File: config.mk
export PLATFORM = sky130hd
export DESIGN_NAME = param_fifo_flat
export DESIGN_NICKNAME = d
export VERILOG_FILES = /design/src/rtl/param_fifo_if.sv /design/src/rtl/param_fifo.sv /design/src/flat_wrapper.sv
export SDC_FILE = /design/constraint.sdc
export NUM_CORES = 1
export LEC_CHECK = 0
export ABC_AREA = 1
export CAP_MARGIN = 25
export CORE_ASPECT_RATIO = 1.4
export CORE_MARGIN = 2
export CORE_UTILIZATION = 60
export DETAILED_ROUTE_END_ITERATION = 16
export GPL_TIMING_DRIVEN = 0
export PLACE_DENSITY = 0.82
export SLEW_MARGIN = 10
export SYNTH_ARGS = -nofsm -noshare
export SYNTH_HDL_FRONTEND = slang
export SYNTH_SLANG_ARGS = --single-unit
File: constraint.sdc
create_clock -name clk -period 4.25 [get_ports clk]
set_input_delay 1.275 -clock clk [delete_from_list [all_inputs] [get_ports clk]]
set_output_delay 1.275 -clock clk [all_outputs]
set_load 0.1 [all_outputs]
File: src/rtl/param_fifo_if.sv
// param_fifo_if: handshake/data bundle between a producer/consumer and param_fifo.
//   master : drives flush, clr_err, write, read, inputBus; observes data and status
//   slave  : the FIFO side, drives outputBus and all status outputs
// Parameters: DATA_WIDTH (word width), ADDR_WIDTH (pointer width, depth = 2**ADDR_WIDTH).
interface param_fifo_if #(
  parameter int unsigned DATA_WIDTH = 8,
  parameter int unsigned ADDR_WIDTH = 4
);
  logic                  flush;
  logic                  clr_err;
  logic                  write;
  logic                  read;
  logic [DATA_WIDTH-1:0] inputBus;
  logic [DATA_WIDTH-1:0] outputBus;
  logic                  empty;
  logic                  full;
  logic                  almost_empty;
  logic                  almost_full;
  logic [ADDR_WIDTH:0]   count;
  logic                  overflow;
  logic                  underflow;

  modport master (
    output flush, clr_err, write, read, inputBus,
    input  outputBus, empty, full, almost_empty, almost_full, count, overflow, underflow
  );

  modport slave (
    input  flush, clr_err, write, read, inputBus,
    output outputBus, empty, full, almost_empty, almost_full, count, overflow, underflow
  );
endinterface

File: src/rtl/param_fifo.sv
// param_fifo: parametrised synchronous FIFO with register-array storage.
//   clk   : rising-edge clock
//   reset : asynchronous active-low reset
//   bus   : param_fifo_if.slave -- flush/clr_err/write/read/inputBus in,
//           outputBus, empty/full, almost_empty/almost_full, count, sticky overflow/underflow out
// Status flags decode combinationally from the registered occupancy count.
// Optional build macro PARAM_FIFO_FWFT_EN: first-word-fall-through output
// (head word shown combinationally); otherwise outputBus is registered with one-cycle latency.
module param_fifo #(
  parameter int unsigned DATA_WIDTH = 8,
  parameter int unsigned ADDR_WIDTH = 4,
  parameter int unsigned AF_THRESH  = 14,
  parameter int unsigned AE_THRESH  = 2
) (
  input logic           clk,
  input logic           reset,
  param_fifo_if.slave   bus
);

  localparam int unsigned         Depth    = 2 ** ADDR_WIDTH;
  localparam logic [ADDR_WIDTH:0] DepthCnt = (ADDR_WIDTH + 1)'(Depth);
  localparam logic [ADDR_WIDTH:0] AfCnt    = (ADDR_WIDTH + 1)'(AF_THRESH);
  localparam logic [ADDR_WIDTH:0] AeCnt    = (ADDR_WIDTH + 1)'(AE_THRESH);

  logic [DATA_WIDTH-1:0] mem_q [Depth];
  logic [ADDR_WIDTH-1:0] rd_ptr_q, rd_ptr_d;
  logic [ADDR_WIDTH-1:0] wr_ptr_q, wr_ptr_d;
  logic [ADDR_WIDTH:0]   count_q, count_d;
  logic                  overflow_q, overflow_d;
  logic                  underflow_q, underflow_d;
  logic                  empty, full;
  logic                  rd_acc, wr_acc;
  logic                  rd_en, wr_en;

  assign empty = (count_q == '0);
  assign full  = (count_q == DepthCnt);

  // A read frees a slot in the same edge, so a full FIFO still takes a paired write.
  assign rd_acc = bus.read & ~empty;
  assign wr_acc = bus.write & (~full | rd_acc);

  // Flush swallows any access in its cycle.
  assign rd_en = rd_acc & ~bus.flush;
  assign wr_en = wr_acc & ~bus.flush;

  always_comb begin
    rd_ptr_d    = rd_ptr_q;
    wr_ptr_d    = wr_ptr_q;
    count_d     = count_q;
    overflow_d  = overflow_q;
    underflow_d = underflow_q;
    if (bus.flush) begin
      rd_ptr_d    = '0;
      wr_ptr_d    = '0;
      count_d     = '0;
      overflow_d  = 1'b0;
      underflow_d = 1'b0;
    end else begin
      if (wr_en) wr_ptr_d = wr_ptr_q + ADDR_WIDTH'(1);
      if (rd_en) rd_ptr_d = rd_ptr_q + ADDR_WIDTH'(1);
      case ({wr_en, rd_en})
        2'b10:   count_d = count_q + (ADDR_WIDTH + 1)'(1);
        2'b01:   count_d = count_q - (ADDR_WIDTH + 1)'(1);
        default: count_d = count_q;
      endcase
      // Set beats clear when an error lands in the same cycle as clr_err.
      overflow_d  = (overflow_q & ~bus.clr_err) | (bus.write & ~wr_acc);
      underflow_d = (underflow_q & ~bus.clr_err) | (bus.read & ~rd_acc);
    end
  end

  always_ff @(posedge clk or negedge reset) begin
    if (!reset) begin
      rd_ptr_q    <= '0;
      wr_ptr_q    <= '0;
      count_q     <= '0;
      overflow_q  <= 1'b0;
      underflow_q <= 1'b0;
    end else begin
      rd_ptr_q    <= rd_ptr_d;
      wr_ptr_q    <= wr_ptr_d;
      count_q     <= count_d;
      overflow_q  <= overflow_d;
      underflow_q <= underflow_d;
    end
  end

  // Storage is deliberately not reset.
  always_ff @(posedge clk) begin
    if (wr_en) mem_q[wr_ptr_q] <= bus.inputBus;
  end

`ifdef PARAM_FIFO_FWFT_EN
  // Head word is always on the bus; undefined content while empty.
  assign bus.outputBus = mem_q[rd_ptr_q];
`else
  logic [DATA_WIDTH-1:0] dout_q, dout_d;

  always_comb begin
    dout_d = dout_q;
    if (rd_en) dout_d = mem_q[rd_ptr_q];
  end

  always_ff @(posedge clk or negedge reset) begin
    if (!reset) dout_q <= '0;
    else        dout_q <= dout_d;
  end

  assign bus.outputBus = dout_q;
`endif

  assign bus.empty        = empty;
  assign bus.full         = full;
  assign bus.almost_empty = (count_q <= AeCnt);
  assign bus.almost_full  = (count_q >= AfCnt);
  assign bus.count        = count_q;
  assign bus.overflow     = overflow_q;
  assign bus.underflow    = underflow_q;

endmodule

File: src/flat_wrapper.sv
// flat-port wrapper written by rule: the top's interface ports become plain ports
module param_fifo_flat 
#(
  parameter int unsigned DATA_WIDTH = 8,
  parameter int unsigned ADDR_WIDTH = 4,
  parameter int unsigned AF_THRESH  = 14,
  parameter int unsigned AE_THRESH  = 2
)
  (clk, reset, bus_flush, bus_clr_err, bus_write, bus_read, bus_inputBus, bus_outputBus, bus_empty, bus_full, bus_almost_empty, bus_almost_full, bus_count, bus_overflow, bus_underflow);
  param_fifo_if #(.DATA_WIDTH(DATA_WIDTH), .ADDR_WIDTH(ADDR_WIDTH)) bus_i ();
  input logic clk;
  input logic reset;
  input wire logic [$bits(bus_i.flush)-1:0] bus_flush;
  input wire logic [$bits(bus_i.clr_err)-1:0] bus_clr_err;
  input wire logic [$bits(bus_i.write)-1:0] bus_write;
  input wire logic [$bits(bus_i.read)-1:0] bus_read;
  input wire logic [$bits(bus_i.inputBus)-1:0] bus_inputBus;
  output wire logic [$bits(bus_i.outputBus)-1:0] bus_outputBus;
  output wire logic [$bits(bus_i.empty)-1:0] bus_empty;
  output wire logic [$bits(bus_i.full)-1:0] bus_full;
  output wire logic [$bits(bus_i.almost_empty)-1:0] bus_almost_empty;
  output wire logic [$bits(bus_i.almost_full)-1:0] bus_almost_full;
  output wire logic [$bits(bus_i.count)-1:0] bus_count;
  output wire logic [$bits(bus_i.overflow)-1:0] bus_overflow;
  output wire logic [$bits(bus_i.underflow)-1:0] bus_underflow;
  assign bus_i.flush = bus_flush;
  assign bus_i.clr_err = bus_clr_err;
  assign bus_i.write = bus_write;
  assign bus_i.read = bus_read;
  assign bus_i.inputBus = bus_inputBus;
  assign bus_outputBus = bus_i.outputBus;
  assign bus_empty = bus_i.empty;
  assign bus_full = bus_i.full;
  assign bus_almost_empty = bus_i.almost_empty;
  assign bus_almost_full = bus_i.almost_full;
  assign bus_count = bus_i.count;
  assign bus_overflow = bus_i.overflow;
  assign bus_underflow = bus_i.underflow;
  param_fifo #(.DATA_WIDTH(DATA_WIDTH), .ADDR_WIDTH(ADDR_WIDTH), .AF_THRESH(AF_THRESH), .AE_THRESH(AE_THRESH)) u_core (.clk(clk), .reset(reset), .bus(bus_i));
endmodule
==> results.txt <==
routed via count = 4483
average instance area after synthesis = 12.6 µm²
Area Overhead vs Synth = 18.1%
slew margin rel. = 34.3%
WL met2 = 8.24 mm
Critical R2R Capture = u_core.mem_q[4][0]
HPWL after DPL = 10.3 mm
I/O pin count = 33
Synth Cell Area = 6320 µm²
Sw Ratio = 39.0%
RSZ-0062 raised after global routing = false
slowest CP cell = clkdlybuf4s50_1
clock share of power = 30.3%
Max Cap Viol = 0
Fillers = 646
maximum fanout along the worst path = 5
Remaining Overflow, GRT = 0
CTS tree = done
Worst setup SP type = register
Pwr Total = 5.18 mW
die outline width = 90.7 µm
Worst-Margin Slew = 983 ps
Core Util, Final = 72.4%
final setup TNS = 0 ps
Hold Path Stages = 1
Setup-failing EPs final = 0
f_max = 272 MHz
Internal = 3.16 mW
clk_skew = 6.59 ps
Post-CTS Setup Repair Bufs = 0
final instance area = 7460 µm²
Post-route DRC = 0
Ys Warns = 0
Worst-Skew Late Latency = 420 ps
worst setup path class = register to primary output
initial core utilization = 61.4%
Critical Path Sink Type = primary output
Hold WC Path Type = register to register
Psw = 2.02 mW
Antenna Nets Post-Route = 0
Placed Area = 6830 µm²
wl on met1 = 5.45 mm
routed wl met3 = 1.25 mm
routability congestion estimate = 0.869
Critical Path Start = u_core.bus.count[3]
Ant. Diodes = 0
syn nets = 523
PortBufs = 31
most common cell after layout, fill and taps aside = edfxtp_1
Pre-antenna DRT Iters = 6
CTS max path bufs = 2
cell leakage power = 2.59 nW
Final nets = 575
highest routed layer = met4
hold slack = 489 ps
Die H = 125 µm
post-cts sizing count = 0
post-synth cell types = 31
worst path arrival time = 2410 ps
vias in the first global route = 4538
Gate Count Post-Synth = 502
FP Rows = 44
worst setup path endpoint = bus_empty
initial DRC count = 595
Peak VDD IR = 0.000612 V
initial antenna violation count = 0
Reg clk slew, reported paths = 60 ps
Reg2Reg Depth = 6
Req. time, crit path = 2970 ps
H-tree depth = 4
crit-path cells = nor2_4 > nand3_4 > inv_1 > clkdlybuf4s50_1
share of power burned in registers = 34.1%
Via density = 6.36
FF+latch count, synth = 151
Total GRT Usage = 29.0%
WL final = 15.7 mm
final worst-path cycle share = 86.6%
PD cells = 694 nW/µm²
Final Hold Fails = 0
Logic pwr share = 35.6%
status = completed
Final Slew Violations = 0
mean routed wirelength per cell = 22.3 µm
die area = 11400 µm²
minimum clock period = 3680 ps
layout cells sized above 1 = 11.8%
FF-to-FF Start = u_core.bus.count[3]
sequential area share after synthesis = 70.0%
Num Clock Sinks = 151
reg2reg setup slack = 1980 ps
CTS root buf = clkbuf_16
total CTS buffers = 17
first-pass GRT wire length = 24.3 mm
largest net degree at the start of global routing = 17
Core ar. = 10300 µm²
number of hold buffers added after cts = 0
CP peak stage delay = 1130 ps
most frequent cells in the layout = 128 x edfxtp_1, 80 x nor2_1, 73 x o21ai_0
==> worst min path at each step <==
stage	startpoint	endpoint
final	u_core.bus.outputBus[5]	u_core.bus.outputBus[5]
after detailed placement	u_core.bus.outputBus[1]	u_core.bus.outputBus[1]
after CTS	u_core.bus.outputBus[1]	u_core.bus.outputBus[1]
after global routing	u_core.bus.outputBus[7]	u_core.bus.outputBus[7]
after floorplan	u_core.wr_ptr_q[2]	u_core.wr_ptr_q[2]
after global placement	u_core.bus.outputBus[1]	u_core.bus.outputBus[1]
==> metal layers <==
metal	vias to the layer above	global-route usage, %
li1	1956	-
met2	307	50.6
met1	2149	31.8
met4	0	17.0
met5	-	0
met3	71	7.23
==> metrics by stage <==
stage | setup slack (ps) | instances
floorplan | 1090 | 502
global placement | 473 | 671
detailed placement | 692 | 673
CTS | 551 | 705
global route | 484 | 705
finish | 568 | 705
==> Yosys cell counts <==
cell type	count	area [µm²]
a21oi_1	5	25.0
a21oi_2	1	8.76
and3_1	1	6.26
buf_2	6	30.0
buf_6	8	90.1
clkbuf_1	13	48.8
clkinv_1	1	3.75
dfrtp_1	23	576
edfxtp_1	128	3840
ha_1	7	87.6
inv_1	16	60.1
inv_2	5	18.8
nand2_1	38	143
nand2_2	4	25.0
nand3_1	22	110
nand3_2	2	20.0
nand3_4	1	17.5
nand4_4	1	21.3
nor2_1	80	300
nor2_4	2	22.5
nor3_1	6	30.0
o211ai_1	10	75.1
o21a_1	6	45.0
o21ai_0	73	365
o21ai_1	5	25.0
o21ai_2	1	8.76
o21ai_4	1	16.3
o21bai_2	1	11.3
o221ai_1	22	193
o22ai_1	10	62.6
xor2_1	3	26.3
==> state kept, by name (all words and copies together) (netlist names) <==
register,count
u_core.bus.count,5
u_core.bus.outputBus,8
u_core.bus.overflow,1
u_core.bus.underflow,1
u_core.mem_q,128
u_core.rd_ptr_q,4
u_core.wr_ptr_q,4
==> power groups by stage <==
stage / registers (mW) / logic [mW] / clock network [mW]
floorplan: 2.20 / 0.879 / 0
global placement: 1.79 / 1.77 / 0
detailed placement: 1.79 / 1.80 / 0
CTS: 1.77 / 1.82 / 1.56
global route: 1.78 / 1.93 / 1.62
finish: 1.77 / 1.84 / 1.57
==> final cells by class <==
type	instances	area [µm²]	area share, %
buffer	27	169	2.27
clock buffer	21	450	6.04
clock inverter	11	173	2.32
inverter	22	82.6	1.11
multi-input combinational	302	1660	22.3
sequential	151	4420	59.3
tap	138	173	2.32
timing repair buffer	33	330	4.43
==> critical path, delay by kind of cell (launching register included) <==
family	cells	cell delay (ps)
and+or+nand+nor	2	300
DFF	1	460
buffers and inverters	2	1220
==> cells by family (layout without fill, tap and decap cells) <==
kind of cell	Yosys count	in the layout	share of synthesized area (%)
compound gates	135	135	13.2
flops	151	151	70.0
buf+inv	49	114	3.98
xor+xnor	3	3	0.416
fa+ha+maj	7	7	1.39
simple gates	157	157	11.0
Power figures use the tool's default switching activity.
